`src/rtl/load_align_unit.sv`:
```
// Load alignment unit: issues one word-aligned data-memory read per load,
// waits for the variable-latency response, then extracts, extends and
// merges the addressed bytes (big-endian lanes) into a single writeback beat.
module load_align_unit #(
  parameter int unsigned ADDR_W = 32,
  parameter int unsigned REG_W  = 5
) (
  input  logic              clk,
  input  logic              rst,
  input  logic              req_valid,
  output logic              req_ready,
  input  logic [ADDR_W-1:0] req_addr,
  input  logic [2:0]        req_load_sel,
  input  logic [31:0]       req_rt_old,
  input  logic [REG_W-1:0]  req_dest,
  input  logic              flush,
  output logic              mem_rd_en,
  output logic [ADDR_W-1:0] mem_addr,
  input  logic [31:0]       mem_rdata,
  input  logic              mem_rvalid,
  output logic              wb_valid,
  output logic [REG_W-1:0]  wb_dest,
  output logic [31:0]       wb_data,
  output logic              addr_err,
  output logic              busy
);

  localparam int unsigned DATA_W = 32;
  localparam int unsigned SEL_W  = 3;

  localparam logic [SEL_W-1:0] SEL_LB  = 3'd0;
  localparam logic [SEL_W-1:0] SEL_LBU = 3'd1;
  localparam logic [SEL_W-1:0] SEL_LH  = 3'd2;
  localparam logic [SEL_W-1:0] SEL_LHU = 3'd3;
  localparam logic [SEL_W-1:0] SEL_LW  = 3'd4;
  localparam logic [SEL_W-1:0] SEL_LWL = 3'd5;
  localparam logic [SEL_W-1:0] SEL_LWR = 3'd6;

  typedef enum logic [2:0] {
    S_IDLE  = 3'd0,
    S_REQ   = 3'd1,
    S_WAIT  = 3'd2,
    S_DONE  = 3'd3,
    S_DRAIN = 3'd4
  } state_t;

  state_t              state_q;
  logic [1:0]          ofs_q;
  logic [SEL_W-1:0]    sel_q;
  logic [DATA_W-1:0]   rt_q;
  logic [REG_W-1:0]    dest_q;
  logic                mem_rd_en_q;
  logic [ADDR_W-1:0]   mem_addr_q;
  logic                wb_valid_q;
  logic [REG_W-1:0]    wb_dest_q;
  logic [DATA_W-1:0]   wb_data_q;
  logic                addr_err_q;
  logic                busy_q;
  logic                req_ready_q;

  logic                misaligned_c;
  logic [7:0]          byte_c;
  logic [15:0]         half_c;
  logic [DATA_W-1:0]   lwl_c;
  logic [DATA_W-1:0]   lwr_c;
  logic [DATA_W-1:0]   result_c;

  // Halfword needs an even address; word (and the lw alias) needs word alignment.
  always_comb begin
    misaligned_c = 1'b0;
    case (req_load_sel)
      SEL_LH, SEL_LHU:  misaligned_c = req_addr[0];
      SEL_LB, SEL_LBU,
      SEL_LWL, SEL_LWR: misaligned_c = 1'b0;
      default:          misaligned_c = (req_addr[1:0] != 2'b00);
    endcase
  end

  // Lane extraction and lwl/lwr merge from the returning word and captured fields.
  always_comb begin
    byte_c = mem_rdata[31:24];
    case (ofs_q)
      2'd0: byte_c = mem_rdata[31:24];
      2'd1: byte_c = mem_rdata[23:16];
      2'd2: byte_c = mem_rdata[15:8];
      default: byte_c = mem_rdata[7:0];
    endcase

    half_c = ofs_q[1] ? mem_rdata[15:0] : mem_rdata[31:16];

    lwl_c = mem_rdata;
    case (ofs_q)
      2'd0: lwl_c = mem_rdata;
      2'd1: lwl_c = {mem_rdata[23:0], rt_q[7:0]};
      2'd2: lwl_c = {mem_rdata[15:0], rt_q[15:0]};
      default: lwl_c = {mem_rdata[7:0], rt_q[23:0]};
    endcase

    lwr_c = mem_rdata;
    case (ofs_q)
      2'd3: lwr_c = mem_rdata;
      2'd2: lwr_c = {rt_q[31:24], mem_rdata[31:8]};
      2'd1: lwr_c = {rt_q[31:16], mem_rdata[31:16]};
      default: lwr_c = {rt_q[31:8], mem_rdata[31:24]};
    endcase

    result_c = mem_rdata;
    case (sel_q)
      SEL_LB:  result_c = {{24{byte_c[7]}}, byte_c};
      SEL_LBU: result_c = {24'd0, byte_c};
      SEL_LH:  result_c = {{16{half_c[15]}}, half_c};
      SEL_LHU: result_c = {16'd0, half_c};
      SEL_LWL: result_c = lwl_c;
      SEL_LWR: result_c = lwr_c;
      default: result_c = mem_rdata;
    endcase
  end

  // Control FSM with registered outputs; pulses default low every cycle.
  always_ff @(posedge clk) begin
    if (rst) begin
      state_q     <= S_IDLE;
      ofs_q       <= 2'd0;
      sel_q       <= '0;
      rt_q        <= '0;
      dest_q      <= '0;
      mem_rd_en_q <= 1'b0;
      mem_addr_q  <= '0;
      wb_valid_q  <= 1'b0;
      wb_dest_q   <= '0;
      wb_data_q   <= '0;
      addr_err_q  <= 1'b0;
      busy_q      <= 1'b0;
      req_ready_q <= 1'b1;
    end else begin
      mem_rd_en_q <= 1'b0;
      wb_valid_q  <= 1'b0;
      addr_err_q  <= 1'b0;
      case (state_q)
        S_IDLE: begin
          if (req_valid && !flush) begin
            ofs_q  <= req_addr[1:0];
            sel_q  <= req_load_sel;
            rt_q   <= req_rt_old;
            dest_q <= req_dest;
            if (misaligned_c) begin
              addr_err_q <= 1'b1;
            end else begin
              state_q     <= S_REQ;
              mem_rd_en_q <= 1'b1;
              mem_addr_q  <= {req_addr[ADDR_W-1:2], 2'b00};
              busy_q      <= 1'b1;
              req_ready_q <= 1'b0;
            end
          end
        end
        S_REQ, S_WAIT: begin
          if (flush) begin
            if (mem_rvalid) begin
              state_q     <= S_IDLE;
              busy_q      <= 1'b0;
              req_ready_q <= 1'b1;
            end else begin
              state_q <= S_DRAIN;
            end
          end else if (mem_rvalid) begin
            state_q    <= S_DONE;
            wb_valid_q <= 1'b1;
            wb_dest_q  <= dest_q;
            wb_data_q  <= result_c;
            busy_q     <= 1'b0;
          end else begin
            state_q <= S_WAIT;
          end
        end
        S_DONE: begin
          state_q     <= S_IDLE;
          req_ready_q <= 1'b1;
        end
        S_DRAIN: begin
          if (mem_rvalid) begin
            state_q     <= S_IDLE;
            busy_q      <= 1'b0;
            req_ready_q <= 1'b1;
          end
        end
        default: begin
          state_q     <= S_IDLE;
          busy_q      <= 1'b0;
          req_ready_q <= 1'b1;
        end
      endcase
    end
  end

  // A redirect arriving during the writeback beat cancels it in the same cycle.
  assign wb_valid  = wb_valid_q & ~flush;
  assign req_ready = req_ready_q;
  assign mem_rd_en = mem_rd_en_q;
  assign mem_addr  = mem_addr_q;
  assign wb_dest   = wb_dest_q;
  assign wb_data   = wb_data_q;
  assign addr_err  = addr_err_q;
  assign busy      = busy_q;

endmodule

```
`config.mk`:
```
export PLATFORM = sky130hd
export DESIGN_NAME = load_align_unit
export DESIGN_NICKNAME = d
export VERILOG_FILES = /design/src/rtl/load_align_unit.sv
export SDC_FILE = /design/constraint.sdc
export NUM_CORES = 1
export LEC_CHECK = 0
export BUFFER_PORTS_ARGS = -buffer_cell sky130_fd_sc_hd__buf_2
export CAP_MARGIN = 20
export CORE_MARGIN = 2
export CORE_UTILIZATION = 41
export CTS_CLUSTER_SIZE = 10
export DETAILED_ROUTE_END_ITERATION = 12
export GPL_TIMING_DRIVEN = 0
export PLACE_DENSITY = 0.66
export SYNTH_ARGS = -nofsm -noshare
export SYNTH_HDL_FRONTEND = slang
export SYNTH_SLANG_ARGS = --single-unit
export TNS_END_PERCENT = 50
```
`constraint.sdc`:
```
create_clock -name clk -period 2.2 [get_ports clk]
set_input_delay 0.22 -clock clk [delete_from_list [all_inputs] [get_ports clk]]
set_output_delay 0.22 -clock clk [all_outputs]
set_load 0.05 [all_outputs]
```
== Word level (Yosys, flattened, before mapping) ==
Cells that the tools add are included.
Widths: inputs -> output; s select.
Operators by class
  eq/ne operators: 22
  reduce and logical (&&, ||, !) cells: 19
  multiplexer cells: 25
  bitwise gates (word level): 7
Operators with widths (count)
  $pmux 32 s3: 2
  $pmux 32 s6: 1
  $pmux 8 s3: 1
  $eq 3x2->1 const B: 6
  $mux 16: 1
  $eq 3x3->1 const B: 5
  $mux 3: 5
  $reduce_and 3->1: 4
  $mux 1: 11
  $eq 3x1->1 const B: 3
  $logic_not 3->1: 3
  $pmux 3 s3: 1
  $reduce_or 3->1: 3
  $ne 2x2->1 const B: 4
  $not 1->1: 6
  $pmux 1 s3: 2
  $eq 2x2->1 const B: 2
  $reduce_and 4->1: 1
  $reduce_or 2->1: 2
  $reduce_or 4->1: 1
  $eq 2x1->1 const B: 1
  $logic_not 2->1: 1
  $ne 2x1->1 const B: 1
  $pmux 1 s2: 1
  5 further kinds: 5
Storage, ports and cells
  flip-flop bits (word level): 117
  output and inout port bits: 74
  input port bits: 109
  logic and storage cells: 86

== Depth between registers and ports, before layout ==
Gate-level depths: netlist (run 1).
  depth after elaboration: 6
  depth in mapped cells: 8
  mapped depth without buffers: 5

== Least setup slack after synthesis (run 1) ==
Ideal clock, no wire load.
  path type: register to register
  start: register ofs_q[1]
  end: register wb_data_q[26] (netlist: wb_data[26])
  period minus slack after synthesis: 1.802 ns
  library setup time: 0.116 ns
  stages on the path, launching flop included: 6
  required time: 2.084 ns
  data arrival time: 1.686 ns
  buffers on the path: 1
  path slack: 0.398 ns
  path through: dfxtp_1 -> mux4_2 -> o211ai_2 -> buf_2 -> a21oi_1 -> a31o_2
Between the ends
  longest elaborated chain between the ends: 3
  elaborated cells between the ends (all ways): 9
  those cells by class: 3 x eq/ne; 5 x mux; 1 x reduce/logical
RTL lines
  start: declaration: RTL line 48  | logic [1:0] ofs_q;
  start signal: assignment: RTL line 142  | ofs_q <= req_addr[1:0];
  $eq 2x1->1 (tied with other cells): RTL line 82, 92, 100
  $pmux 32 s3 (tied with other cells): RTL line 100  | case (ofs_q)
  $pmux 32 s6 (*): RTL line 108  | case (sel_q)
  end signal: assignment: RTL line 170  | wb_data_q <= result_c;
  end: declaration: RTL line 56  | logic [DATA_W-1:0] wb_data_q;
Mark *: on every way between the ends. The rest lies on a longest branch, timed or not.
A chain may end at the register's enable or synchronous reset.

== Final worst setup path (run 1) ==
  start: register ofs_q[1]
  end: register wb_data_q[18] (netlist: wb_data[18])
The elaborated chain is that of the path after synthesis.

==> results by stage, run 1 <==
Finish:
- The top cell types in the final layout, fill and taps aside, are sky130_fd_sc_hd__nand2_1, sky130_fd_sc_hd__buf_2, sky130_fd_sc_hd__dfxtp_1.
- The library cell used most frequently in the layout, excluding fill and tap cells, is sky130_fd_sc_hd__nand2_1.
- The layout overhead on the synthesized area is 28.7%.
- The share of cells above drive strength 1 is 0.294.
- The sequential cells in the finished layout cover a total of 0.00234 mm².
- The post-layout net count is 1089.
- The end-of-flow core utilization is 0.535.
- The filler cells instantiated in the layout total 1514.
- The multi-input combinational cells in the finished layout cover a total of 0.00361 mm².
- The finished layout holds 1182 standard cells, fillers aside.

Critical path:
- STA classifies the critical path startpoint as a register.
- The critical setup path kind is reg -> reg.
- STA puts the critical path data arrival time at 2.48 ns.
- In this run the register-to-register setup slack is 0.04 ns.
- For the worst setup path, the data required time is 2.52 ns.
- The endpoint class of the critical path is a register.
- In this run the worst path has a maximum fanout of 10.

Power and ir drop:
- VDD sags by at most 568 µV.
- For this design the static power due to leakage is 3.32 nW.
- Dividing total power by cell area gives a power density of 774 mW/mm².

STA:
- Hold is met by 0.0248 ns.
- The worst-case headroom to the max-slew limit is 0.518.
- Based on the critical path, the design can be clocked at up to 0.463 GHz.
- Across the routed clock network, the largest skew measured is 0.0101 ns.
- The final cycle utilization of the critical path is 0.982.
- The transition time at the pin with the least slew margin is 0.717 ns.
- Summed over all failing endpoints, the final setup total negative slack is 0 ns.
- Setup repair after global routing could not meet its margin everywhere.
- The number of failing hold endpoints at the final stage is 0.
- The worst path in the final design needs a cycle of 2.16 ns, including I/O delays and setup.
- The final max-slew violation count is 0.
- The final setup slack of the worst path is 0.0400 ns.
- The number of setup violations in the final report is 0.

Logic synthesis:
- Yosys mapped the design onto 60 distinct sky130hd cell types.
- In the synthesized netlist the dominant register cell turns out to be sky130_fd_sc_hd__dfxtp_1.
- The synthesized design contains 117 register bits.
- For this run, the register share of the synthesized area comes to 0.375.
- The number of instances in the synthesized netlist is 783.
- The synthesized netlist occupies a cell area of 0.00625 mm².
- Yosys mapped a number of flops with a built-in enable equal to 0.
- Summed over all instances, the cell type with the most area after synthesis is sky130_fd_sc_hd__dfxtp_1.
- The share of synthesized flip-flops with an asynchronous set or reset is 0.
- A synthesized cell averages 7.98 µm².
- The total of warnings raised by yosys is 0.
- In the post-synthesis netlist, the biggest area contributors are sky130_fd_sc_hd__dfxtp_1, sky130_fd_sc_hd__nand2_1, sky130_fd_sc_hd__a21oi_1.
- Of the post-synthesis cell area, the dominant cell type holds 0.375.

Clock tree:
- TritonCTS built the clock tree.
- Counting the buffers created by CTS gives 17.
- Hold repair after CTS inserted 0 buffers.
- The clock-pin slew on the worst setup and hold paths is 0.06 ns.
- No sink is reached through more buffers than the 2 on the longest clock path.
- The clock root buffer is sky130_fd_sc_hd__clkbuf_16.
- The number of H-tree levels is 4.
- The clock drives 117 sinks.
- The later-pin clock latency in the skew report is 0.43 ns.

GRT:
- The initial antenna violation count is 1.
- The pin count of the biggest net entering global routing is 17.
- After global routing the overflow that remains totals 0.
- The total routing usage reported by global routing is 0.284.
- The first-pass GRT wire length is 35400 µm.
- The via count of the first global-routing pass is 6423.

Placed design:
- Before CTS, the worst setup slack after placement is -0.0834 ns.
- The count of buffers added on input and output ports is 178.
- The wire-length estimate of the detail-placed layout is 16900 µm.
- At the end of routability-driven placement, the weighted congestion stood at 1.02.
- After detailed placement, the design holds a cell count of 1150.

Floorplan:
- In this run the horizontal extent of the chip is 127 µm.
- The area of the die is 0.0162 mm².
- The number of placement rows is 45.
- The core box area is 0.0150 mm².
- The count of boundary I/O pins is 183.
- Measured along the y axis, the die boundary spans 127 µm.
- The initial utilization of the core area, before any placement, comes to 0.415.

Min path:
- The path class of the lowest-slack min-delay path is in -> reg.

Run status:
- The run finished with clean final reports.

Drt:
- The detailed-route via count is 6815.
- The violation count after the first detailed-routing iteration is 678.
- The post-route antenna net violation count is 0.
- The detail-routed net length per standard cell is 19.7 µm.
- The sum of routed wire length over all layers is 23300 µm.
- Dividing the detail-routed via count by the number of cells gives 5.77.
- For this run, design rule violations remaining after detail routing come to 0.
- The first TritonRoute pass finished after 5 iterations.

Job:
- Across the run, the number of max-cap violations was 0.
==> layout make-up <==
cell class                 count  share of cell area
clock inverter                15              0.0233
antenna                        1            0.000311
timing repair buffer         178               0.111
tap                          188              0.0293
clock buffer                  17              0.0529
buffer                        68              0.0415
sequential                   117               0.291
multi-input combinational    596               0.449
inverter                       2            0.000934
==> cell usage after synthesis (all sizes together) (3+ instances only) <==
library cell	count
nand2	191
dfxtp	117
a21oi	111
o21ai	56
clkbuf	44
mux2i	38
nor2	36
buf	25
mux4	15
a21o	11
a22oi	10
o211ai	10
a211o	9
o221a	9
a211oi	8
mux2	8
nand3	7
nor2b	7
nand2b	6
nor3	6
o221ai	5
a221oi	4
o32ai	4
or2	4
a2bb2oi	3
and3	3
o21a	3
o22ai	3
==> power by group <==
part           total (mW)  internal (mW)  switching (mW)
registers            2.26           2.20          0.0604
logic                1.04          0.363           0.681
clock network        2.92           1.73            1.19
total                6.22           4.29            1.93
==> per-layer routing <==
| metal | wire length (µm) | track usage |
|---|---|---|
| met1 | 10000 | 0.379 |
| met4 | 727 | 0.115 |
| met3 | 2280 | 0.0829 |
| met2 | 10300 | 0.432 |
| met5 | 0 | 0 |
==> cell families after synthesis <==
family	count (synthesis)	share of synthesized area
simple gates	272	0.184
compound gates	260	0.259
flops	117	0.375
buf+inv	71	0.0507
mux	61	0.129
xor+xnor	1	0.00140
other cells	1	0.000600
==> per-stage QoR <==
| step | total power [mW] | instance area (µm²) |
|---|---|---|
| floorplan | 2.95 | 6250 |
| global placement | 3.31 | 7380 |
| detailed placement | 3.32 | 7380 |
| CTS | 6.22 | 8000 |
| global route | 6.43 | 8040 |
| finish | 6.22 | 8040 |
==> worst max-delay path, stage by stage (launching register included) <==
cell and delay [ns]:
sky130_fd_sc_hd__dfxtp_2 0.39, sky130_fd_sc_hd__mux4_2 0.59, sky130_fd_sc_hd__o211ai_2 0.34, sky130_fd_sc_hd__buf_2 0.36
sky130_fd_sc_hd__a21oi_1 0.19, sky130_fd_sc_hd__a21o_1 0.18
==> what timing repair did <==
item / in CTS / in global routing
gates resized for setup: 7 / 22
setup buffers: 0 / 0
endpoints found under the setup margin: 18 / 81
==> registers in the layout, indices dropped and copies added, names as in the netlist <==
register,cells
ofs_q,2
mem_rd_en,1
dest_q,5
sel_q,3
busy,1
wb_data,32
state_q,3
req_ready,1
rt_q,32
wb_dest,5
wb_valid_q,1
addr_err,1
mem_addr,30
==> final timing paths <==
check,start,to,cells after the start
max,ofs_q[1],wb_data[18],5
min,req_addr[18],mem_addr[18],3
max reg2reg,ofs_q[1],wb_data[18],5
min reg2reg,wb_data[16],wb_data[16],1
No activity file was read; power rests on OpenSTA's default activity.
==> run 2, diff against run 1 <==
CAP_MARGIN = 25   (was 20)
RECOVER_POWER = 100   (was unset)
clock period = 2 ns   (was 2.2 ns; I/O delays follow)
==> results by stage, run 2 (synthesis gave the netlist of run 1 again) <==
Power and ir drop:
- Dividing total power by cell area gives a power density of 844 mW/mm².
- The worst-case IR drop observed on VDD is 634 µV.
- The share of total power dissipated in the clock network is 0.466.
- Internal power comes to 4.75 mW.
- The fraction of power consumed by sequential logic is 0.361.
- The net switching power is 2.15 mW.
- The leakage power is 3.11 nW.
- The share of power burned in combinational logic is 0.172.
- Of the total power, the share spent switching nets is 0.311.

Critical path:
- The number of cells on the worst reg-to-reg path is 7.
- The slowest cell on the critical path is sky130_fd_sc_hd__or4b_4.
- STA classifies the critical path startpoint as a register.
- The critical setup path kind is reg -> reg.
- For this run, the slowest stage of the critical path takes 0.55 ns.
- The endpoint of the worst-slack reg-to-reg timing path is mem_addr[21].
- Traced cell by cell, the critical path runs through or4b_4 -> or2_1 -> buf_4 -> nor2_4 -> buf_2 -> nand2_1 -> a21oi_1.
- The sum of buffers and inverters on the critical path is 2.
- At the worst endpoint, the arrival time is 2.31 ns.
- The cell type group with the largest total delay on the critical path is simple AND/OR/NAND/NOR gates.
- The startpoint identified for the worst register-to-register timing path is state_q[0].
- The endpoint class of the critical path is a register.
- Of all nets on the critical path, the largest fanout is 8.
- The worst setup slack for register-to-register paths is 0.04 ns.
- The endpoint required time on the critical path is 2.35 ns.

Floorplan:
- The count of boundary I/O pins is 183.
- In this run the vertical extent of the chip is 127 µm.
- The die is 127 µm wide.
- The die covers 0.0162 mm².
- The core region is 0.0150 mm².
- The starting density of the core is 0.415.
- The initialized floorplan defines 45 standard-cell rows.

Clock tree:
- The number of H-tree levels is 4.
- TritonCTS created 17 clock buffers.
- The tree built by TritonCTS fans out to 117 sinks.
- No sink is reached through more buffers than the 2 on the longest clock path.
- The later-pin clock latency in the skew report is 0.43 ns.
- Clock-pin slew was measured on the worst setup and hold paths at 0.06 ns.
- The clock root buffer is sky130_fd_sc_hd__clkbuf_16.
- TritonCTS built the clock tree.

Finish:
- The finished layout holds 1189 standard cells, fillers aside.
- The post-layout net count is 1096.
- Leaving out fill and tap cells, the most frequent cell in the layout is sky130_fd_sc_hd__nand2_1.
- The top cell types in the final layout, fill and taps aside, are sky130_fd_sc_hd__nand2_1, sky130_fd_sc_hd__buf_2, sky130_fd_sc_hd__dfxtp_1.
- Of the cells placed in the final design, the portion with a size suffix greater than 1 is 0.252.
- The layout overhead on the synthesized area is 30.7%.

Min path:
- The path class of the lowest-slack min-delay path is in -> reg.
- The worst hold path stage count is 3.
- The worst hold path begins at req_addr[11].
- The path with the worst hold slack has its endpoint at mem_addr[11].

STA:
- Setup violations remaining at the end of the flow were counted as 0.
- The final clock skew is 0.0116 ns.
- Measured against its own limit, the worst slew margin works out to 0.474.
- The final max-slew violation count was 0.
- The transition time at the pin with the least slew margin is 0.782 ns.
- The clock period could shrink to 1.96 ns.
- The achievable clock frequency is 0.510 GHz.
- The worst path meets setup with 0.0401 ns of slack.
- Setup repair after global routing could not meet its margin everywhere.
- In the finished design, the share of the clock period the worst path needs comes to 0.980.
- The number of failing hold endpoints at the final stage is 0.

GRT:
- Summed over all layers, the global routing overflow is 0.
- The initial antenna violation count is 1.
- The first-pass GRT wire length is 35600 µm.
- The pin count of the biggest net entering global routing is 17.
- The via count of the first global-routing pass is 6470.
- The total routing usage reported by global routing is 0.286.

Job:
- The max-capacitance violation count is 0.

Placed design:
- The quantity of I/O buffers inserted on ports is 178.
- OpenSTA, run right after detailed placement, puts the worst setup slack at -0.283 ns.
- The cell total after placement is 1150.
- The HPWL after detailed placement is 16900 µm.
- The placer congestion estimate is 1.02.

Drt:
- For this block, the via count after detailed routing is 6909.
- For this run, design rule violations remaining after detail routing come to 0.
- Using the TritonRoute via totals, the vias-per-cell ratio works out to 5.81.
- In this run the remaining antenna-violating nets after routing total 0.
- The detailed router finished its first iteration with 727 violations.
- The pre-antenna-repair detailed-routing pass consisted of 6 iterations.
- After detailed routing, the average wire length per cell comes to 19.8 µm.
- The sum of routed wire length over all layers is 23500 µm.

Run status:
- The flow ran to the end, and the final reports show no timing, DRC or antenna violations.
==> run 2: cell types whose count changed in the layout (fill, tap and decap cells not counted), moves of 4 or more <==
cell | previous run | this run
sky130_fd_sc_hd__o21ai_1 | 3 | 7
sky130_fd_sc_hd__dlygate4sd3_1 | 0 | 7
sky130_fd_sc_hd__buf_2 | 189 | 115
sky130_fd_sc_hd__clkbuf_1 | 32 | 89
sky130_fd_sc_hd__o21ai_0 | 53 | 49
sky130_fd_sc_hd__buf_4 | 9 | 13
sky130_fd_sc_hd__clkbuf_2 | 10 | 15
sky130_fd_sc_hd__buf_6 | 1 | 8
==> run 2: tightest hold or removal path, delay by kind of cell <==
family          cells  cell delay (ns)
buf+inv             1             0.10
compound gates      1             0.05
simple gates        1             0.05
==> run 2: per-stage QoR <==
step                       util  power [mW]  area (µm²)  setup TNS [ns]  hold WS (ns)
final                     0.543        6.89        8160               0       0.00816
after floorplan               -        3.25        6250               0         0.336
after global routing      0.543        7.12        8160          -0.469       0.00535
after global placement    0.491        3.64        7380          -10.27         0.430
after CTS                 0.542        6.88        8150               0      0.000151
after detailed placement  0.491        3.65        7380          -11.01         0.437
==> run 2: worst max-delay path by stage <==
stage	cells past startpoint	slack, ns	startpoint	to
3_5_place_dp	6	-0.28	sel_q[0]	wb_data[7]
5_1_grt	7	-0.05	state_q[0]	mem_addr[17]
6_report	7	0.04	state_q[0]	mem_addr[21]
2_1_floorplan	5	0.20	ofs_q[1]	wb_data[26]
3_3_place_gp	7	-0.32	sel_q[0]	wb_data[20]
4_1_cts	6	0.003	sel_q[1]	wb_data[7]
==> run 2: cell type report <==
cell class	instances	area, µm²
antenna	1	2.50
buffer	64	384
clock buffer	17	425
clock inverter	15	188
fill	1516	6870
inverter	2	11.3
multi-input combinational	596	3670
sequential	117	2350
tap	188	235
timing repair buffer	189	896
==> run 2: repair_timing <==
action,CTS,global route
endpoints found under the setup margin,103,108
gates resized for setup,38,53
endpoints found under the hold margin,7,0
hold buffers,7,0
setup buffers,2,0
cloned,0,2
pin swaps,1,3
==> run 2: layer usage <==
metal	share of wire	global-route usage	vias up
met4	0.041	0.125	0
met1	0.42	0.379	3213
met5	0	0	-
li1	-	-	3219
met3	0.10	0.0808	74
met2	0.44	0.434	403
==> run 2: power groups by stage <==
| stage | Clock (mW) | Sequential [mW] | Combinational [mW] |
|---|---|---|---|
| after floorplan | 0 | 2.67 | 0.573 |
| after global placement | 0 | 2.53 | 1.11 |
| after detailed placement | 0 | 2.53 | 1.11 |
| after CTS | 3.24 | 2.49 | 1.16 |
| after global routing | 3.35 | 2.50 | 1.27 |
| final | 3.21 | 2.49 | 1.19 |
